`config.mk`:
```
export PLATFORM = sky130hd
export DESIGN_NAME = cr16_control_fsm_flat
export DESIGN_NICKNAME = d
export VERILOG_FILES = /design/src/rtl/cr16_control_fsm_if.sv /design/src/rtl/cr16_control_fsm.sv /design/src/flat_wrapper.sv
export SDC_FILE = /design/constraint.sdc
export NUM_CORES = 1
export LEC_CHECK = 0
export CORE_MARGIN = 2
export CORE_UTILIZATION = 33
export CTS_BUF_LIST = sky130_fd_sc_hd__clkbuf_2 sky130_fd_sc_hd__clkbuf_4 sky130_fd_sc_hd__clkbuf_8
export DETAILED_ROUTE_END_ITERATION = 10
export PLACE_DENSITY_LB_ADDON = 0.05
export SYNTH_ARGS = -nofsm -noshare
export SYNTH_HDL_FRONTEND = slang
export SYNTH_SLANG_ARGS = --single-unit
```
`constraint.sdc`:
```
create_clock -name clk -period 3.4 [get_ports clk]
set_input_delay 0.34 -clock clk [delete_from_list [all_inputs] [get_ports clk]]
set_output_delay 0.34 -clock clk [all_outputs]
set_load 0.01 [all_outputs]
```
`src/rtl/cr16_control_fsm_if.sv`:
```
// cr16_control_fsm_if: fetch handshake, datapath flags and decoded datapath controls
// of the CR16 sequencer. The master side is the sequencer.
interface cr16_control_fsm_if #(
    parameter int PC_WIDTH = 16
);
    logic [PC_WIDTH-1:0] pc;
    logic [15:0]         instr;
    logic                instr_valid;
    logic                instr_ready;
    logic [4:0]          flags;
    logic [4:0]          load_reg;
    logic [3:0]          read_reg_a;
    logic [3:0]          read_reg_b;
    logic [7:0]          imm;
    logic [7:0]          op;
    logic                select_imm;
    logic                illegal;
    logic                halted;

    modport master (
        output pc, instr_ready, load_reg, read_reg_a, read_reg_b, imm, op, select_imm,
               illegal, halted,
        input  instr, instr_valid, flags
    );

    modport slave (
        input  pc, instr_ready, load_reg, read_reg_a, read_reg_b, imm, op, select_imm,
               illegal, halted,
        output instr, instr_valid, flags
    );
endinterface

```
`src/rtl/cr16_control_fsm.sv`:
```
// cr16_control_fsm: CR16 instruction sequencer/decoder; fetches over valid/ready,
// drives registered datapath controls for one EXEC cycle and resolves branches.
module cr16_control_fsm #(
    parameter int                  PC_WIDTH = 16,
    parameter logic [PC_WIDTH-1:0] RESET_PC = '0
) (
    input logic                clk,
    input logic                rst_n,
    cr16_control_fsm_if.master bus
);
    typedef enum logic [1:0] {FETCH, EXEC, HALT} state_t;

    state_t              state, state_d;
    logic [PC_WIDTH-1:0] pc, pc_d, disp;
    logic [15:0]         ir, ir_d, cond_met;
    logic [4:0]          flag_q, flag_d, load_reg, load_d;
    logic [3:0]          ra, ra_d, rb, rb_d;
    logic [7:0]          imm, imm_d, op, op_d;
    logic                sel, sel_d, illegal, illegal_d, halted, halted_d;
    logic [3:0]          opc, rd, ox, rs;
    logic                is_rr, is_imm, is_alu, is_cmp, taken;

    function automatic logic imm_class(input logic [3:0] o);
        return o inside {4'h1, 4'h2, 4'h3, 4'h5, 4'h9, 4'hB, 4'hD};
    endfunction

    assign {opc, rd, ox, rs} = bus.instr;
    assign is_rr  = opc == 4'h0;
    assign is_imm = imm_class(opc);
    assign is_alu = is_rr || is_imm;
    assign is_cmp = (is_rr && ox == 4'hB) || opc == 4'hB;

    // Condition table indexed by cond; flag_q = {C,L,F,Z,N}
    assign cond_met = {1'b0, 1'b1, 4'b0000,
                       ~flag_q[3], flag_q[3], ~flag_q[0], flag_q[0],
                       ~flag_q[2], flag_q[2], ~flag_q[4], flag_q[4],
                       ~flag_q[1], flag_q[1]};
    assign taken = ir[15:12] == 4'hC && cond_met[ir[11:8]];
    assign disp  = {{(PC_WIDTH-8){ir[7]}}, ir[7:0]};

    always_comb begin
        state_d   = state;
        pc_d      = pc;
        ir_d      = ir;
        flag_d    = flag_q;
        load_d    = 5'h10;
        op_d      = 8'h00;
        sel_d     = 1'b0;
        illegal_d = 1'b0;
        ra_d      = ra;
        rb_d      = rb;
        imm_d     = imm;
        halted_d  = halted;
        if (state == FETCH && bus.instr_valid) begin
            state_d   = EXEC;
            ir_d      = bus.instr;
            load_d    = is_alu && !is_cmp ? {1'b0, rd} : 5'h10;
            op_d      = is_rr ? {4'h0, ox} : is_imm ? {opc, 4'h0} : 8'h00;
            sel_d     = is_imm;
            ra_d      = is_alu ? rd : ra;
            rb_d      = is_rr ? rs : rb;
            imm_d     = is_imm ? bus.instr[7:0] : imm;
            illegal_d = !is_alu && opc != 4'hC && opc != 4'hF;
        end else if (state == EXEC) begin
            state_d  = ir[15:12] == 4'hF ? HALT : FETCH;
            halted_d = halted || ir[15:12] == 4'hF;
            flag_d   = ir[15:12] == 4'h0 || imm_class(ir[15:12]) ? bus.flags : flag_q;
            pc_d     = taken ? pc + disp : pc + PC_WIDTH'(1);
        end
    end

    always_ff @(posedge clk or negedge rst_n) begin
        if (!rst_n) begin
            state    <= FETCH;
            pc       <= RESET_PC;
            ir       <= '0;
            flag_q   <= '0;
            load_reg <= 5'h10;
            op       <= '0;
            sel      <= 1'b0;
            illegal  <= 1'b0;
            ra       <= '0;
            rb       <= '0;
            imm      <= '0;
            halted   <= 1'b0;
        end else begin
            state    <= state_d;
            pc       <= pc_d;
            ir       <= ir_d;
            flag_q   <= flag_d;
            load_reg <= load_d;
            op       <= op_d;
            sel      <= sel_d;
            illegal  <= illegal_d;
            ra       <= ra_d;
            rb       <= rb_d;
            imm      <= imm_d;
            halted   <= halted_d;
        end
    end

    assign bus.pc          = pc;
    assign bus.instr_ready = state == FETCH && rst_n;
    assign bus.load_reg    = load_reg;
    assign bus.read_reg_a  = ra;
    assign bus.read_reg_b  = rb;
    assign bus.imm         = imm;
    assign bus.op          = op;
    assign bus.select_imm  = sel;
    assign bus.illegal     = illegal;
    assign bus.halted      = halted;
endmodule
```
`src/flat_wrapper.sv`:
```
// flat-port wrapper written by rule: the top's interface ports become plain ports
module cr16_control_fsm_flat 
#(
    parameter int                  PC_WIDTH = 16,
    parameter logic [PC_WIDTH-1:0] RESET_PC = '0
)
  (clk, rst_n, bus_pc, bus_instr_ready, bus_load_reg, bus_read_reg_a, bus_read_reg_b, bus_imm, bus_op, bus_select_imm, bus_illegal, bus_halted, bus_instr, bus_instr_valid, bus_flags);
  cr16_control_fsm_if #(.PC_WIDTH(PC_WIDTH)) bus_i ();
  input logic clk;
  input logic rst_n;
  output wire logic [$bits(bus_i.pc)-1:0] bus_pc;
  output wire logic [$bits(bus_i.instr_ready)-1:0] bus_instr_ready;
  output wire logic [$bits(bus_i.load_reg)-1:0] bus_load_reg;
  output wire logic [$bits(bus_i.read_reg_a)-1:0] bus_read_reg_a;
  output wire logic [$bits(bus_i.read_reg_b)-1:0] bus_read_reg_b;
  output wire logic [$bits(bus_i.imm)-1:0] bus_imm;
  output wire logic [$bits(bus_i.op)-1:0] bus_op;
  output wire logic [$bits(bus_i.select_imm)-1:0] bus_select_imm;
  output wire logic [$bits(bus_i.illegal)-1:0] bus_illegal;
  output wire logic [$bits(bus_i.halted)-1:0] bus_halted;
  input wire logic [$bits(bus_i.instr)-1:0] bus_instr;
  input wire logic [$bits(bus_i.instr_valid)-1:0] bus_instr_valid;
  input wire logic [$bits(bus_i.flags)-1:0] bus_flags;
  assign bus_pc = bus_i.pc;
  assign bus_instr_ready = bus_i.instr_ready;
  assign bus_load_reg = bus_i.load_reg;
  assign bus_read_reg_a = bus_i.read_reg_a;
  assign bus_read_reg_b = bus_i.read_reg_b;
  assign bus_imm = bus_i.imm;
  assign bus_op = bus_i.op;
  assign bus_select_imm = bus_i.select_imm;
  assign bus_illegal = bus_i.illegal;
  assign bus_halted = bus_i.halted;
  assign bus_i.instr = bus_instr;
  assign bus_i.instr_valid = bus_instr_valid;
  assign bus_i.flags = bus_flags;
  cr16_control_fsm #(.PC_WIDTH(PC_WIDTH), .RESET_PC(RESET_PC)) u_core (.clk(clk), .rst_n(rst_n), .bus(bus_i));
endmodule
```
==> results.toml <==
[run_status]
status = "completed"

[power]
ir_drop_v = 0.000338
p_sw_uw = 1380
power_density_nw_per_um2 = 797
power_frac_seq = 0.368
p_leak_uw = 0.00217
netSwitchingFraction = 0.361
p_int_uw = 2450
clockPowerShare = 0.185
comb_power_share = 0.448

[global_routing]
grt_pass1_wl_um = 13800
grtUsageTotal = 0.154
gr-usage-met2 = 0.242
grt-ovfl-total = 0
grt_pass1_vias = 2769
grt.busiest_layer = "met2"
grt_max_degree = 72
use_met1 = 0.203
antenna_found_initial = 0
grt_util_met3 = 0.0533

[synthesis]
synth_cell_types = 56
synth_top_family_by_area = "simple AND/OR/NAND/NOR gates"
seq_area_frac_synth = 0.504
synth-compound-area-share = 0.118
synth-edff-count = 0
synth_area_leaders = "dfrtp_1 50%, nand2_1 8.0%, mux2_2 6.7%, ha_1 5.3%, o21ai_0 3.7%"
synth_xor_area_frac = 0.0273
synth_fa_ha_area_frac = 0.0589
synth-warning-count = 0
yosysTopAreaCell = "dfrtp_1"
syn_avg_cell_area_sq_um = 10.3
yosys.area_share.simple = 0.187
synth_top_area_frac = 0.496
async_flop_share = 1.00
ys_ff_latch = 71
ys.flop_type = "dfrtp_1"
synth_mux_area_frac = 0.0809
syn_nets = 382
synth_cells = 342
netlist_area_sq_um = 3530

[final_layout]
fill_cells = 1056
multiInputGateArea_sq_um = 1730
design_area_sq_um = 4800
final_cell_mix = "75 x nand2_1, 71 x clkdlybuf4s50_1, 70 x dfrtp_1"
layout-drive-gt1-share = 0.182
antenna_cells = 0
top_regs = "u_core.bus.pc (16), u_core.ir (16)"
area_growth_pct = 36.1
regArea_sq_um = 1780
layout_commonest_cell = "nand2_1"
final_nets = 475

[placed_design]
place_congestion = 0.752
dpl.hpwl_um = 5980
port_buffers = 72
placed_area_sq_um = 4530

[floorplan]
start_util = 0.340
fp.dieH_um = 107
dieArea_sq_um = 11500
io_pins = 73
rows = 37
die_w_um = 107
core_sq_um = 10400

[sta]
rsz0062_at_grt = "yes"
finalCritPeriodShare = 0.981
timing.fmax_ghz = 0.300
drv_slew = 0
tightest_slew_ns = 1.01
hold_ws_ns = 0.224
skew_ns = 0.00803
period_needed_ns = 3.34
slew-limit-headroom = 0.328
setup_viol = 0
finalHoldViolCount = 0

[cts]
clkTransAtPathRegs_ns = 0.08
cts_htree_levels = 3
ctsHoldBuffers = 0
cts_max_path_buffers = 2
tritoncts = "built"
cts_root_buffer = "clkbuf_8"
numCtsBuffers = 9
clk_latency_ns = 0.35
cts_sinks = 71

[detailed_routing]
dr.pass1.iters = 4
post_drt_wl_per_cell_um = 14.5
vias = 2772
drt_iter0_drc = 92
drc_errors = 0
wl_um = 8340
antenna_left = 0
routed_via_density = 4.81

[worst_setup_path]
r2r_setup_slack_ns = 0.06
reg2reg_from = "u_core.ir[10]"
crit_required_ns = 3.59
ff2ff_path_depth = 12
worstPathArrival_ns = 3.53
end_kind = "flip-flop"
start_kind = "flip-flop"
r2r_end = "u_core.bus.pc[10]"
critPathKind = "reg -> reg"
cp_max_fo = 3

[hold_path]
hp-class = "in -> async"

[run]
max_cap_violations = 0
[through the flow]
step / worst slack [ns] / utilization / TNS [ns] / total power [uW] / cells
after floorplan: 0.00128 / - / 0 / 2350 / 342
after global placement: -0.0509 / 0.436 / -0.0556 / 3090 / 557
after detailed placement: -0.110 / 0.436 / -0.245 / 3110 / 557
after CTS: 0.00946 / 0.458 / 0 / 3860 / 574
after global routing: -0.138 / 0.463 / -0.490 / 4140 / 576
final: 0.0639 / 0.463 / 0 / 3830 / 576
[repair_timing]
action,4_1_cts,5_1_grt
setup buffers,1,2
gates resized for setup,4,11
pin swaps,5,8
setup endpoints to repair,3,9
[power by group through the flow]
stage / Clock [uW] / Sequential (uW) / Combinational, uW
3_5_place_dp: 0 / 1430 / 1680
2_1_floorplan: 0 / 1470 / 877
4_1_cts: 746 / 1410 / 1710
5_1_grt: 778 / 1460 / 1900
3_3_place_gp: 0 / 1420 / 1670
6_report: 706 / 1410 / 1710
[layer usage]
| layer | vias to the layer above | part of all wire |
|---|---|---|
| met4 | 0 | 0.010 |
| met5 | - | 0 |
| met3 | 9 | 0.057 |
| met1 | 1325 | 0.48 |
| met2 | 61 | 0.45 |
| li1 | 1377 | - |
[cells in the mapped netlist (2+ instances only)]
| cell | count |
|---|---|
| a211oi_1 | 5 |
| a21o_1 | 5 |
| a21oi_1 | 11 |
| a311oi_1 | 2 |
| and2_1 | 20 |
| clkbuf_1 | 8 |
| dfrtp_1 | 70 |
| ha_1 | 15 |
| inv_1 | 10 |
| mux2_2 | 21 |
| mux2i_1 | 2 |
| nand2_1 | 75 |
| nand3_1 | 2 |
| nand4_1 | 3 |
| nand4b_1 | 2 |
| nor2_1 | 9 |
| nor2b_1 | 2 |
| nor3_1 | 3 |
| nor3b_1 | 2 |
| nor4b_1 | 3 |
| o21a_1 | 3 |
| o21ai_0 | 26 |
| xnor2_1 | 7 |
| xor2_1 | 4 |
[kinds of logic (layout without fill, tap and decap cells)]
family / after synthesis / count (layout)
DFF: 71 / 71
and+or+nand+nor: 132 / 132
xor gates and xnor gates: 11 / 11
muxes: 25 / 25
buffers and inverters: 21 / 119
adders and majority gates: 16 / 16
AOI/OAI and AO/OA: 66 / 66
[final cells by class]
class / instances / share of cell area
flip-flops and latches: 71 / 0.370
clock buffers: 9 / 0.0258
inverters: 10 / 0.00782
multi-input cells: 250 / 0.361
well taps: 136 / 0.0354
clock inverters: 7 / 0.0164
repair buffers: 93 / 0.183
[worst max-delay path by stage]
stage          depth (start not counted)                end  slack [ns]     startpoint
6_report                              12  u_core.bus.pc[10]        0.06  u_core.ir[10]
5_1_grt                               12  u_core.bus.pc[14]       -0.14  u_core.ir[10]
4_1_cts                               13  u_core.bus.pc[15]       0.009   u_core.ir[8]
3_5_place_dp                          12  u_core.bus.pc[12]       -0.11  u_core.ir[10]
3_3_place_gp                          12  u_core.bus.pc[12]       -0.05  u_core.ir[10]
2_1_floorplan                         13  u_core.bus.pc[12]       0.001  u_core.ir[10]
[critical path: stages, from the launching register on]
cell and delay [ns]:
dfrtp_1 0.37, mux2i_1 0.24, mux2_4 0.33, or2_4 0.26, or3_1 0.35, ha_2 0.19
fa_2 0.37, a211oi_4 0.28, o21bai_2 0.11, a221oi_2 0.31, buf_4 0.16, xor2_1 0.13
o21ai_0 0.08
No activity file was read; power rests on OpenSTA's default activity.
